## config.mk

```make
export PLATFORM = sky130hd
export DESIGN_NAME = fht_frame_sched
export DESIGN_NICKNAME = d
export VERILOG_FILES = /design/src/rtl/fht_frame_sched.sv
export SDC_FILE = /design/constraint.sdc
export NUM_CORES = 1
export LEC_CHECK = 0
export BUFFER_PORTS_ARGS = -buffer_cell sky130_fd_sc_hd__buf_2
export CAP_MARGIN = 10
export CORE_ASPECT_RATIO = 1.2
export CORE_MARGIN = 2
export CORE_UTILIZATION = 51
export DETAILED_ROUTE_END_ITERATION = 6
export PLACE_DENSITY = 0.81
export SETUP_SLACK_MARGIN = 0.1
export SYNTH_ARGS = -nofsm -noshare
export SYNTH_HDL_FRONTEND = slang
export SYNTH_SLANG_ARGS = --single-unit
export TNS_END_PERCENT = 30
```

## constraint.sdc

```tcl
create_clock -name iCLK -period 2.4 [get_ports iCLK]
set_input_delay 0.24 -clock iCLK [delete_from_list [all_inputs] [get_ports iCLK]]
set_output_delay 0.24 -clock iCLK [all_outputs]
set_load 0.02 [all_outputs]
```

## src/rtl/fht_frame_sched.sv

```systemverilog
// Frame scheduler around the FHT core: loads one frame into the four interleaved banks,
// kicks the core, then streams the result back out of the bank set the core reports.
module fht_frame_sched #(
  parameter int unsigned A_BIT   = 8,
  parameter int unsigned D_BIT   = 16,
  parameter int unsigned TIMEOUT = 8192
) (
  input  logic               iCLK,
  input  logic               iRESET,
  input  logic [D_BIT-1:0]   iDATA,
  input  logic               iVALID,
  output logic               oREADY,
  output logic               oSTART,
  input  logic               iFHT_RDY,
  input  logic               iRES_SET,
  output logic               oBANK_OWN,
  output logic               oBANK_SET,
  output logic [3:0]         oBANK_WE,
  output logic [A_BIT-1:0]   oBANK_ADDR,
  output logic [D_BIT-1:0]   oBANK_D,
  input  logic [4*D_BIT-1:0] iBANK_Q,
  output logic [D_BIT-1:0]   oDATA,
  output logic               oVALID,
  input  logic               iREADY,
  output logic               oBUSY,
  output logic               oERR
);

  localparam int unsigned IW = A_BIT + 2;
  localparam int unsigned TW = $clog2(TIMEOUT + 1);
  localparam logic [IW-1:0] IdxMax   = {IW{1'b1}};
  localparam logic [TW-1:0] TimerMax = TW'(TIMEOUT);

  typedef enum logic [2:0] {
    StLoad,
    StKick,
    StWait,
    StRun,
    StUAddr,
    StUCap,
    StUHold
  } state_e;

  state_e             state_q, state_d;
  logic [IW-1:0]      idx_q, idx_d, idx_inc;
  logic [TW-1:0]      timer_q, timer_d, timer_inc;
  logic               ready_q, ready_d;
  logic               start_q, start_d;
  logic               own_q, own_d;
  logic               set_q, set_d;
  logic [3:0]         we_q, we_d;
  logic [A_BIT-1:0]   addr_q, addr_d;
  logic [D_BIT-1:0]   bd_q, bd_d;
  logic [D_BIT-1:0]   data_q, data_d;
  logic               valid_q, valid_d;
  logic               busy_q, busy_d;
  logic               err_q, err_d;
  logic [D_BIT-1:0]   rd_word;

  assign idx_inc   = idx_q + IW'(1);
  assign timer_inc = timer_q + TW'(1);

  // Point k lives in bank k[1:0]; select that lane of the registered bank output.
  always_comb begin
    rd_word = '0;
    case (idx_q[1:0])
      2'd0:    rd_word = iBANK_Q[0*D_BIT +: D_BIT];
      2'd1:    rd_word = iBANK_Q[1*D_BIT +: D_BIT];
      2'd2:    rd_word = iBANK_Q[2*D_BIT +: D_BIT];
      default: rd_word = iBANK_Q[3*D_BIT +: D_BIT];
    endcase
  end

  always_comb begin
    state_d = state_q;
    idx_d   = idx_q;
    timer_d = timer_q;
    ready_d = ready_q;
    start_d = 1'b0;
    own_d   = own_q;
    set_d   = set_q;
    we_d    = '0;
    addr_d  = addr_q;
    bd_d    = bd_q;
    data_d  = data_q;
    valid_d = valid_q;
    err_d   = err_q;

    unique case (state_q)
      StLoad: begin
        ready_d = 1'b1;
        set_d   = 1'b0;
        if (iVALID && ready_q) begin
          we_d   = 4'b0001 << idx_q[1:0];
          addr_d = idx_q[IW-1:2];
          bd_d   = iDATA;
          idx_d  = idx_inc;
          err_d  = 1'b0;
          if (idx_q == IdxMax) begin
            ready_d = 1'b0;
            state_d = StKick;
          end
        end
      end
      StKick: begin
        start_d = 1'b1;
        own_d   = 1'b0;
        state_d = StWait;
      end
      StWait: begin
        timer_d = '0;
        state_d = StRun;
      end
      StRun: begin
        timer_d = timer_inc;
        if (iFHT_RDY) begin
          set_d   = iRES_SET;
          own_d   = 1'b1;
          addr_d  = idx_q[IW-1:2];
          state_d = StUAddr;
        end else if (timer_inc == TimerMax) begin
          err_d   = 1'b1;
          own_d   = 1'b1;
          ready_d = 1'b1;
          addr_d  = '0;
          state_d = StLoad;
        end
      end
      // Address was presented on entry; the bank registers it at the end of this cycle.
      StUAddr: state_d = StUCap;
      StUCap: begin
        data_d  = rd_word;
        valid_d = 1'b1;
        state_d = StUHold;
      end
      StUHold: begin
        if (iREADY) begin
          valid_d = 1'b0;
          idx_d   = idx_inc;
          if (idx_q == IdxMax) begin
            set_d   = 1'b0;
            ready_d = 1'b1;
            addr_d  = '0;
            state_d = StLoad;
          end else begin
            addr_d  = idx_inc[IW-1:2];
            state_d = StUAddr;
          end
        end
      end
      default: state_d = StLoad;
    endcase

    busy_d = (state_d != StLoad);
  end

  always_ff @(posedge iCLK or negedge iRESET) begin
    if (!iRESET) begin
      state_q <= StLoad;
      idx_q   <= '0;
      timer_q <= '0;
      ready_q <= 1'b1;
      start_q <= 1'b0;
      own_q   <= 1'b1;
      set_q   <= 1'b0;
      we_q    <= '0;
      addr_q  <= '0;
      bd_q    <= '0;
      data_q  <= '0;
      valid_q <= 1'b0;
      busy_q  <= 1'b0;
      err_q   <= 1'b0;
    end else begin
      state_q <= state_d;
      idx_q   <= idx_d;
      timer_q <= timer_d;
      ready_q <= ready_d;
      start_q <= start_d;
      own_q   <= own_d;
      set_q   <= set_d;
      we_q    <= we_d;
      addr_q  <= addr_d;
      bd_q    <= bd_d;
      data_q  <= data_d;
      valid_q <= valid_d;
      busy_q  <= busy_d;
      err_q   <= err_d;
    end
  end

  assign oREADY     = ready_q;
  assign oSTART     = start_q;
  assign oBANK_OWN  = own_q;
  assign oBANK_SET  = set_q;
  assign oBANK_WE   = we_q;
  assign oBANK_ADDR = addr_q;
  assign oBANK_D    = bd_q;
  assign oDATA      = data_q;
  assign oVALID     = valid_q;
  assign oBUSY      = busy_q;
  assign oERR       = err_q;

endmodule
```

==> flow_summary.toml <==
[status]
status = "finished clean"

[synthesis]
synth_cells = 418
synthArstFlopShare_pct = 100
syn_nets = 509
synth_area_leader_cell = "dfrtp_1"
synth_most_common_cell = "dfrtp_1"
synth-edff-count = 0
synthFlopType = "dfrtp_1"
yosysWarnings = 0
synth_common_cells = "dfrtp_1, nand2_1, o21ai_0, nor2_1, a21oi_1"
avgSynthCellArea_sq_um = 9.82
ys_seq_area_share_pct = 47.6
synth_cell_types = 52
netlist_top_cells_area = "dfrtp_1, o21ai_0, mux2_2"
ys_ff_latch = 78
netlist_area_sq_um = 4110
yosysTopAreaCellShare_pct = 46.3

[sta]
maxSlewViolCount = 0
timing.hold.ws_ns = 0.0233
worst_pin_slew_ns = 0.959
max_slew_margin_pct = 36.1
fin_crit_sh_pct = 92.8
rsz0062_at_grt = "no"
hold_violations = 0
finalSetupTns_ns = 0
fmax_mhz = 449
finClkSkew_ns = 0.00761
setup_violations = 0
fin_crit_ns = 2.23

[cells_and_area]
area_growth_pct = 25.6
drive_above_1_share_pct = 38.9
stdcell_area_sq_um = 5160
antenna_cells = 0
finalNonFillerCells = 655
nNetsFinal = 649

[routing]
drtPass1Iterations = 6
finalWirelength_mm = 10.4
num_vias = 3760
ant_nets = 0
viasPerCell = 5.74
wire_per_inst_microns = 15.9
drc = 0
drt_iter0_markers = 216

[clock_tree]
postCtsHoldBufs = 0
cts_buffer_depth = 2
cts_tree = "yes"
worstSkewPairLatency_ns = 0.36
cts_root_buffer = "clkbuf_8"
cts_max_level = 3
clock-sinks = 78
cts_buffers = 9
clkTransAtPathRegs_ns = 0.09

[floorplan]
die_x_microns = 85.9
initial_core_util_pct = 53.0
die_area_sq_um = 8790
rows = 35
die_h_microns = 102
io_pins = 137
coreArea_sq_um = 7750

[placed_design]
placed_area_sq_um = 4880
numPortBuffers = 136
gp_congestion = 0.830
dp_cells = 630
dp_hpwl_mm = 7.36

[critical_path]
r2r_cells = 6
cp.arrival_ns = 2.47
worstPathMaxFanout = 8
worstSetupPathType = "reg2reg"
startpoint_type = "flop"
required_ns = 2.64
r2r_end = "oBANK_ADDR[3]"
reg2reg_from = "timer_q[10]"
rrSetupSlack_ns = 0.17
end_kind = "flop"

[global_route]
grt_usage_pct = 23.2
grt_max_degree = 79
overflow = 0
grt_pass1_vias = 3492
grt_pass1_wl_mm = 16.0
antenna_found_initial = 0

[power]
peakVddDrop_uv = 604
p_per_area_nw_per_um2 = 1160
leakagePower_uw = 0.00251

[min_path]
hp-class = "in2async"

[run]
drv_cap = 0
[report_power, final]
group          leakage (uW)  internal [uW]  switching (uW)
sequential         0.000987           1760             347
combinational       0.00142           1130            1740
clock              0.000103            497             534
total               0.00251           3390            2620
[worst max path at each step]
stage | start | end | slack [ns] | cells past startpoint
global placement | timer_q[0] | oBANK_ADDR[6] | 0.15 | 6
finish | timer_q[10] | oBANK_ADDR[3] | 0.17 | 6
global route | timer_q[10] | oBANK_ADDR[2] | 0.11 | 6
CTS | timer_q[3] | oBANK_ADDR[3] | 0.11 | 6
floorplan | timer_q[4] | oBANK_ADDR[0] | 0.19 | 8
detailed placement | timer_q[0] | oBANK_ADDR[3] | 0.07 | 6
[cells in the final DEF, fill, tap and decap left out, types with 6 or more instances in the layout]
cell type  instances
a21oi_1           23
a222oi_1          16
and2_1             6
buf_2            135
buf_4             25
clkbuf_8           9
dfrtp_1           75
inv_1              7
mux2_2            18
mux2_4             8
mux2i_1            6
nand2_1           53
nand2b_1           7
nand3_1           18
nor2_1            37
nor3_1             6
o21ai_0           41
xnor2_1            9
[metrics by stage]
step,power (uW),util [%],worst slack (ns)
after global placement,4830,62.9,0.151
after detailed placement,4940,62.9,0.0749
after CTS,6020,66.3,0.114
after global routing,6410,66.6,0.107
final,6010,66.6,0.173
after floorplan,4020,-,0.187
[cell families (layout without fill, tap and decap cells)]
kind of cell               count (synthesis)  in the layout  synth area share (%)
DFF                                       78             78                  47.6
adders and majority gates                  5              5                  1.52
AOI/OAI and AO/OA                        105            105                  17.6
and+or+nand+nor                          150            150                  17.6
muxes                                     32             32                  9.32
buffers and inverters                     38            183                  4.24
xor gates and xnor gates                  10             10                  2.13
[sequential cells by signal, summed over array words and instances, names as in the netlist]
signal	flops
timer_q	14
oBANK_OWN	1
oVALID	1
oBUSY	1
oDATA	16
oBANK_ADDR	8
idx_q	10
oREADY	1
oBANK_WE	4
state_q	3
oBANK_SET	1
oSTART	1
oERR	1
oBANK_D	16
[per-layer routing]
metal	part of all wire [%]	global-route usage, %	wire (microns)
met5	0	0	0
met3	5.5	4.52	567
met4	1.8	9.40	182
met2	53	41.3	5540
met1	40	27.5	4110
[worst max-delay path, cell delays in order, from the launching register on]
cell and delay (ns):
dfrtp_1 0.39, and4_4 0.20, a311o_1 0.38, a2111oi_4 0.39, nand4_4 0.16, o211ai_4 0.23, mux2_4 0.35
[what timing repair did]
item	CTS	global route
pin swaps	5	4
setup endpoints to repair	8	8
resized for setup	2	3
endpoints found under the hold margin	0	0
setup buffers	8	1
[layout make-up]
| class | instances | area, sq um |
|---|---|---|
| Fill cell | 620 | 2590 |
| Clock buffer | 9 | 124 |
| Timing Repair Buffer | 160 | 863 |
| Tap cell | 92 | 115 |
| Clock inverter | 7 | 80.1 |
| Sequential cell | 78 | 1960 |
| Multi-Input combinational cell | 302 | 1990 |
| Inverter | 7 | 26.3 |
Power figures use the tool's default switching activity.
